`config.mk`:
```
export PLATFORM = sky130hd
export DESIGN_NAME = proj_minhash_reduce
export DESIGN_NICKNAME = d
export VERILOG_FILES = /design/src/rtl/proj_minhash_pkg.sv /design/src/rtl/proj_minhash_lane.sv /design/src/rtl/proj_minhash_reduce.sv
export SDC_FILE = /design/constraint.sdc
export NUM_CORES = 1
export LEC_CHECK = 0
export CAP_MARGIN = 15
export CORE_UTILIZATION = 35
export DETAILED_ROUTE_END_ITERATION = 16
export PLACE_DENSITY_LB_ADDON = 0.25
export SLEW_MARGIN = 25
export SYNTH_ARGS = -nofsm -noshare
export SYNTH_HDL_FRONTEND = slang
export SYNTH_SLANG_ARGS = --single-unit
export TNS_END_PERCENT = 50
```
`constraint.sdc`:
```
create_clock -name in_clk -period 2 [get_ports in_clk]
set_input_delay 0.4 -clock in_clk [delete_from_list [all_inputs] [get_ports in_clk]]
set_output_delay 0.4 -clock in_clk [all_outputs]
set_load 0.02 [all_outputs]
```
`src/rtl/proj_minhash_pkg.sv`:
```
// Shared constants and helpers for the MinHash reduction stage: per-lane hash
// seeds/multipliers, the lane hash function and the output-holder state type.
package proj_minhash_pkg;

    localparam int MAX_LANES = 16;

    localparam logic [31:0] SEED [MAX_LANES] = '{
        32'h9E3779B9, 32'h7F4A7C15, 32'hF39CC060, 32'h5CEDC834,
        32'h2C1B3C6D, 32'h297A2D39, 32'hA1B2C3D4, 32'h1B873593,
        32'hCC9E2D51, 32'h61C88647, 32'hD6E8FEB8, 32'h3C6EF372,
        32'hA54FF53A, 32'h510E527F, 32'h9B05688C, 32'h1F83D9AB
    };

    // Every multiplier is odd, so each hash is a bijection on the lane word.
    localparam logic [31:0] MULT [MAX_LANES] = '{
        32'h85EBCA6B, 32'hC2B2AE35, 32'h27D4EB2F, 32'h165667B1,
        32'hD3A2646D, 32'hFD7046C5, 32'hB55A4F09, 32'h2545F491,
        32'h9E3779B1, 32'h7FEB352D, 32'h846CA68B, 32'h6C8E9CF5,
        32'hE6546B65, 32'h5BD1E995, 32'h68E31DA5, 32'hBF58476D
    };

    typedef enum logic {
        EMPTY = 1'b0,
        FULL  = 1'b1
    } out_state_e;

    // Universal hash ((x ^ seed) * mult) truncated to 'bits' LSBs (bits <= 32).
    function automatic logic [31:0] minhash_fn(input logic [31:0] x,
                                               input int          lane,
                                               input int          bits);
        logic [31:0] mask;
        logic [63:0] prod;
        mask = (bits >= 32) ? 32'hFFFF_FFFF : ((32'd1 << bits) - 32'd1);
        prod = 64'((x ^ SEED[lane]) & mask) * 64'(MULT[lane] & mask);
        return prod[31:0] & mask;
    endfunction

endpackage

```
`src/rtl/proj_minhash_lane.sv`:
```
// One MinHash lane: hashes the incoming lane word and keeps the running
// unsigned minimum of the current window.
module proj_minhash_lane
    import proj_minhash_pkg::*;
#(
    parameter int DATA_BITS = 8,
    parameter int LANE_IDX  = 0,
    parameter bit HASH_EN   = 1'b1
) (
    input  logic                 clk,
    input  logic                 rst_n,
    input  logic                 beat,
    input  logic                 first,
    input  logic [DATA_BITS-1:0] data,
    output logic [DATA_BITS-1:0] merged
);

    logic [DATA_BITS-1:0] hashed;
    logic [DATA_BITS-1:0] acc_q;

    // merged is the window minimum including this cycle's beat; the top level
    // captures it directly at window end so no extra cycle is spent.
    always_comb begin
        hashed = HASH_EN ? DATA_BITS'(minhash_fn(32'(data), LANE_IDX, DATA_BITS)) : data;
        merged = (first || (hashed < acc_q)) ? hashed : acc_q;
    end

    always_ff @(posedge clk or negedge rst_n) begin
        if (!rst_n) begin
            acc_q <= '0;
        end else if (beat) begin
            acc_q <= merged;
        end
    end

endmodule

```
`src/rtl/proj_minhash_reduce.sv`:
```
// Streaming MinHash reduction: per-lane hash + windowed minimum, with the
// finished signature held in a valid/ready register and a sticky drop flag.
module proj_minhash_reduce
    import proj_minhash_pkg::*;
#(
    parameter int LANES     = 4,
    parameter int DATA_BITS = 8,
    parameter int WINDOW    = 16,
    parameter bit HASH_EN   = 1'b1,
    localparam int CNT_W    = $clog2(WINDOW)
) (
    input  logic                       in_clk,
    input  logic                       in_rst_n,
    input  logic                       in_valid,
    input  logic [LANES*DATA_BITS-1:0] in_data,
    input  logic                       in_restart,
    input  logic                       in_sig_ready,
    output logic [LANES*DATA_BITS-1:0] out_sig,
    output logic                       out_valid,
    output logic                       out_overflow,
    output logic [CNT_W-1:0]           out_beat_cnt
);

    logic [CNT_W-1:0]           cnt_q;
    logic [LANES*DATA_BITS-1:0] merged_sig;
    logic                       window_start;
    logic                       completion;
    out_state_e                 state_q;
    out_state_e                 state_d;
    logic                       load_sig;
    logic                       set_ovf;

    // A restart turns the current beat (if any) into beat 0 of a new window.
    assign window_start = in_restart || (cnt_q == '0);
    assign completion   = in_valid && !in_restart && (cnt_q == CNT_W'(WINDOW - 1));

    for (genvar i = 0; i < LANES; i++) begin : g_lane
        proj_minhash_lane #(
            .DATA_BITS (DATA_BITS),
            .LANE_IDX  (i),
            .HASH_EN   (HASH_EN)
        ) u_lane (
            .clk    (in_clk),
            .rst_n  (in_rst_n),
            .beat   (in_valid),
            .first  (window_start),
            .data   (in_data[i*DATA_BITS +: DATA_BITS]),
            .merged (merged_sig[i*DATA_BITS +: DATA_BITS])
        );
    end

    always_ff @(posedge in_clk or negedge in_rst_n) begin
        if (!in_rst_n) begin
            cnt_q <= '0;
        end else if (in_restart) begin
            cnt_q <= in_valid ? CNT_W'(1) : '0;
        end else if (in_valid) begin
            cnt_q <= completion ? '0 : cnt_q + CNT_W'(1);
        end
    end

    // A new signature always wins the holder; dropping an unread one is flagged.
    always_comb begin
        state_d  = state_q;
        load_sig = 1'b0;
        set_ovf  = 1'b0;
        case (state_q)
            EMPTY: begin
                if (completion) begin
                    state_d  = FULL;
                    load_sig = 1'b1;
                end
            end
            FULL: begin
                if (completion) begin
                    load_sig = 1'b1;
                    set_ovf  = !in_sig_ready;
                end else if (in_sig_ready) begin
                    state_d = EMPTY;
                end
            end
            default: state_d = EMPTY;
        endcase
    end

    always_ff @(posedge in_clk or negedge in_rst_n) begin
        if (!in_rst_n) begin
            state_q      <= EMPTY;
            out_sig      <= '0;
            out_overflow <= 1'b0;
        end else begin
            state_q <= state_d;
            if (load_sig) begin
                out_sig <= merged_sig;
            end
            if (set_ovf) begin
                out_overflow <= 1'b1;
            end
        end
    end

    assign out_valid    = (state_q == FULL);
    assign out_beat_cnt = cnt_q;

endmodule
```
After elaboration in Yosys (flattened, before gate mapping)
Cells that the tools add are included.
- logic and storage cells: 48
- output and inout bits: 38
- input port bits: 37
- register bits: 70
- $lt $le $gt $ge: 4
- add/sub/neg operators: 1
- muxes and demuxes: 14
- multipliers: 4
- equal/unequal tests: 1
- bitwise logic cells: 5
- reduce and logical (&&, ||, !) cells: 11
- operator list (cell ; count):
    8-bit less-than comparator ; 4
    8-bit two-way mux ; 4
    8-bit by 6-bit multiplier with 8-bit output (second input constant) ; 2
    4-bit two-way mux ; 3
    8-bit by 7-bit multiplier with 8-bit output (second input constant) ; 1
    8-bit by 8-bit multiplier with 8-bit output (second input constant) ; 1
    1-bit two-way mux ; 6
    3-bit inverter ; 2
    1-bit logical OR ; 5
    5-bit inverter ; 1
    4-bit by 1-bit adder with 4-bit output (second input constant) ; 1
    4-bit == test (second input constant) ; 1
    4-bit zero test ; 1
    1-bit logical AND ; 2
    1-bit zero test ; 2
    2-bit inverter ; 1
    1-bit one-hot mux with 2 select lines ; 1
    2-bit nonzero test ; 1
    1-bit inverter ; 1

Depth between registers and ports, before layout
- word-level depth: 6
- mapped depth: 19
- depth with buffers taken out: 19

Hierarchy
From an unflattened synthesis, not the netlist that was laid out.
- cells, all modules: 483
- area, all modules: 5546.6 µm²
- by module, submodules not included (module ; area each (µm²) ; sequential area each (µm²) ; instances ; cells each):
    proj_minhash_reduce ; 1501.4 ; 950.9 ; 1 ; 97
    proj_minhash_lane at g_lane[2].u_lane ; 1129.8 ; 200.2 ; 1 ; 115
    proj_minhash_lane at g_lane[0].u_lane ; 1096.1 ; 200.2 ; 1 ; 105
    proj_minhash_lane at g_lane[1].u_lane ; 1013.5 ; 200.2 ; 1 ; 93
    proj_minhash_lane at g_lane[3].u_lane ; 805.8 ; 200.2 ; 1 ; 73

Worst setup path after synthesis
Ideal clock, no wire load.
- path kind: input port to flip-flop
- start point: input port in_data[18]
- end point: register g_lane[2].u_lane.acc_q[0]
- buffers on the path: 0
- library setup time: 0.125 ns
- slack: -2.414 ns
- arrival: 4.290 ns
- cell stages on the path: 15
- required time: 1.875 ns
- cells stage by stage: inv_1 fa_1 inv_1 ha_1 fa_1 fa_1 a21o_1 a21oi_1 xnor3_1 ha_1 nor3_1 o21ai_0 a41oi_2 o21ai_4 mux2_2
- cells in the longest elaborated chain, start to end: 4
- RTL lines (what ; line ; source):
    start: declaration ; proj_minhash_reduce.sv:15 ; input logic [LANES*DATA_BITS-1:0] in_data,
    8-bit by 6-bit multiplier with 8-bit output ; proj_minhash_pkg.sv:34 ; prod = 64'((x ^ SEED[lane]) & mask) * 64'(MULT[lane] & mask);
    8-bit less-than comparator ; proj_minhash_lane.sv:25 ; merged = (first || (hashed < acc_q)) ? hashed : acc_q;
    1-bit logical OR ; proj_minhash_lane.sv:25 ;
    8-bit two-way mux ; proj_minhash_lane.sv:25 ;
    end signal: assignment ; proj_minhash_lane.sv:32 ; acc_q <= merged;
    end: declaration ; proj_minhash_lane.sv:19 ; logic [DATA_BITS-1:0] acc_q;
Every way passes these cells.
A chain may end at the register's enable or synchronous reset.

Final worst setup path
- start point: input port in_data[22]
- end point: register g_lane[2].u_lane.acc_q[4]
- cells in the longest elaborated chain, start to end: 5
- RTL lines (what ; line):
    2-bit inverter (no source line) ; n/a
    8-bit by 6-bit multiplier with 8-bit output ; proj_minhash_pkg.sv:34
    8-bit less-than comparator ; proj_minhash_lane.sv:25
    1-bit logical OR ; proj_minhash_lane.sv:25
    8-bit two-way mux ; proj_minhash_lane.sv:25
Every way passes these cells.

==> flow_summary.json <==
{
  "vias": 4681,
  "grt_overflow": 0,
  "layout-drive-gt1-share_pct": 40.1,
  "ant_nets": 0,
  "worstSetupPathDepth": 16,
  "synthFlopType": "dfrtp_1",
  "critical_path.cell_chain": "buf_8 -> fa_1 -> inv_1 -> fa_1 -> inv_2 -> fa_2 -> xor2_1 -> xnor3_1 -> xnor3_2 -> ha_4 -> nor3_4 -> o21ai_2 -> a41oi_2 -> o21ai_4 -> buf_6 -> mux2_4",
  "antenna_found_initial": 0,
  "crit_family": "adder cells",
  "leakagePower_uw": 0.00398,
  "grt_pass1_wl_um": 23600,
  "fp-row-count": 45,
  "post-dp-hpwl_um": 10100,
  "synth_commonest_cells": "inv_1 (87), ha_1 (80), dfrtp_1 (70)",
  "hold_viol": 0,
  "peakVddDrop_uv": 617,
  "crit_type": "in2reg",
  "comb_power_share_pct": 66.1,
  "synth_top_area_share_pct": 31.8,
  "p_per_area_nw_per_um2": 1350,
  "start_kind": "input port",
  "synth_seq_cells": 70,
  "cts-root-buf": "clkbuf_16",
  "drv_cap": 0,
  "grt_pass1_vias": 5021,
  "hold_class": "in2async",
  "grt_max_degree": 71,
  "clk_pin_slew_ps": 60,
  "reg2reg_depth": 8,
  "violations": "negative setup slack",
  "wl_um": 13900,
  "p_int_uw": 7000,
  "syn_avg_cell_area_um2": 10.1,
  "track_usage_pct": 18.3,
  "cts_tree": "done",
  "antenna_cells": 0,
  "nNetsFinal": 880,
  "fin_ws_ps": -1870,
  "path_buf_inv": 4,
  "core-area_um2": 15300,
  "syn-num-nets": 681,
  "cpPeakStageDelay_ps": 540,
  "clock_power_share_pct": 16.7,
  "grt_setup_unrepaired": "yes",
  "gp_congestion": 0.849,
  "fin_area_um2": 8460,
  "critPathArrivalTime_ps": 4090,
  "final-max-slew-violation-count": 0,
  "cts_buffer_depth": 2,
  "die_area_um2": 16200,
  "insertion_delay_ps": 330,
  "cp.required_ps": 2220,
  "synthArstFlopShare_pct": 100,
  "die_w_um": 127,
  "cts.hold.buffers_added": 0,
  "dpl_cell_area_um2": 7350,
  "cts_max_level": 3,
  "place_inst": 920,
  "p_switching_uw": 4440,
  "critical_path.max_fanout": 4,
  "initial_core_util_pct": 36.1,
  "synthesis.area_um2": 5510,
  "worst_path_max_delay_cell": "fa_1",
  "ys.warnings.count": 0,
  "finalSetupViolations": 64,
  "drt_iter0_drc": 132,
  "post_drt_wl_per_cell_um": 14.5,
  "drc": 0,
  "clkSinkCount": 70,
  "crit_top_cell": "fa_1",
  "ys_types": 46,
  "swShare_pct": 38.8,
  "synth_edf_count": 0,
  "endpoint_kind": "flop",
  "seqPwrFrac_pct": 17.2,
  "synth.area.top_cells": "dfrtp_1 (32%), ha_1 (18%), fa_1 (6.9%), inv_1 (5.9%), mux2_2 (4.5%)",
  "maxSlewHeadroom_pct": 74.0,
  "ys_seq_area_share_pct": 31.8,
  "ios": 75,
  "stdcell_count": 960,
  "yosysMostFrequentCell": "inv_1",
  "tightest_slew_ps": 391,
  "routed_via_density": 4.88,
  "syn_to_final_growth_pct": 53.6,
  "outcome": "finished, violations left",
  "portBuffers": 74,
  "dr.pass1.iters": 4,
  "fin_crit_sh_pct": 194,
  "numCtsBuffers": 9,
  "die_y_um": 127,
  "clock-skew-final_ps": 6.70,
  "fmax_mhz": 258,
  "finalCriticalPeriod_ps": 3870,
  "syn_inst": 545,
  "yosysTopAreaCell": "dfrtp_1"
}
-- routing by layer --
layer / up-vias / GRT usage, % / routed length [um]
met5: - / 0 / 0
met4: 0 / 5.46 / 170
met3: 20 / 3.31 / 406
met2: 82 / 32.5 / 7210
met1: 2273 / 22.4 / 6120
li1: 2306 / - / -
-- worst paths after layout --
check | startpoint | endpoint | slack [ps]
max | in_data[22] | g_lane[2].u_lane.acc_q[4]$_DFFE_PN0P_ | -1870
min reg2reg | out_overflow$_DFFE_PN0P_ | out_overflow$_DFFE_PN0P_ | 480
min in group in_clk | in_data[26] | g_lane[3].u_lane.acc_q[2]$_DFFE_PN0P_ | 390
max reg2reg | g_lane[3].u_lane.acc_q[2]$_DFFE_PN0P_ | g_lane[3].u_lane.acc_q[6]$_DFFE_PN0P_ | -140
min | in_rst_n | out_sig[1]$_DFFE_PN0P_ | 90
max in group asynchronous | in_rst_n | g_lane[1].u_lane.acc_q[1]$_DFFE_PN0P_ | 1600
-- cell type report --
type	count	area [um2]
clock inverter	5	104
inverter	87	343
multi-input combinational	377	4000
tap	211	264
timing repair buffer	199	1750
clock buffer	11	253
fill	1307	6800
sequential	70	1750
-- layout by cell type (no fill, tap or decap), drive strengths merged, types with 2 or more instances in the layout --
cell type,synthesis,routed
o31ai,6,6
buf,10,145
nand3,26,26
xor2,7,7
o211ai,2,2
xnor3,3,3
a41oi,3,3
nor2,29,29
a41o,3,3
o21a,6,6
o21ai,42,42
mux2,29,29
clkdlybuf4s50,0,49
xnor2,26,26
bufinv,0,3
dlygate4sd2,0,2
dfrtp,70,70
inv,87,87
nor3,9,9
fa,19,19
a31oi,26,26
a21oi,19,19
or3,2,2
ha,80,80
nand4,2,2
a21o,6,6
clkbuf,1,14
nand2,12,12
and2,3,3
mux2i,4,4
-- registers in the layout (all words and copies together), names as in the netlist --
register             count
g_lane.u_lane.acc_q     32
out_beat_cnt             4
out_overflow             1
out_sig                 32
out_valid                1
-- repair_timing --
action,in CTS,in global routing
pin swaps,52,54
gates cloned,1,0
gates resized for setup,158,80
setup endpoints to repair,64,64
setup buffers,13,10
-- power groups by stage --
stage | registers [uW] | logic (uW) | clock network (uW)
CTS | 1960 | 6540 | 1940
floorplan | 1910 | 3450 | 0
global route | 2000 | 8260 | 2010
finish | 1970 | 7550 | 1910
detailed placement | 1980 | 5530 | 0
global placement | 1950 | 5340 | 0
-- stage by stage --
step	setup slack (ps)	power (uW)	setup TNS (ps)	util (%)	hold WS, ps
floorplan	-2050	5370	-113050	-	104
global placement	-2610	7290	-153710	48.2	455
detailed placement	-2700	7510	-158740	48.2	463
CTS	-1940	10400	-105420	53.2	100
global route	-2010	12300	-108750	55.4	129
finish	-1870	11400	-100050	55.4	92.0
-- kinds of logic after synthesis --
| family | share of synthesized area, % |
|---|---|
| compound gates | 14.9 |
| fa+ha+maj | 25.1 |
| buf+inv | 7.02 |
| simple gates | 7.63 |
| flops | 31.8 |
| xor+xnor | 6.47 |
| mux | 7.13 |
(Power assumes the default switching activity.)
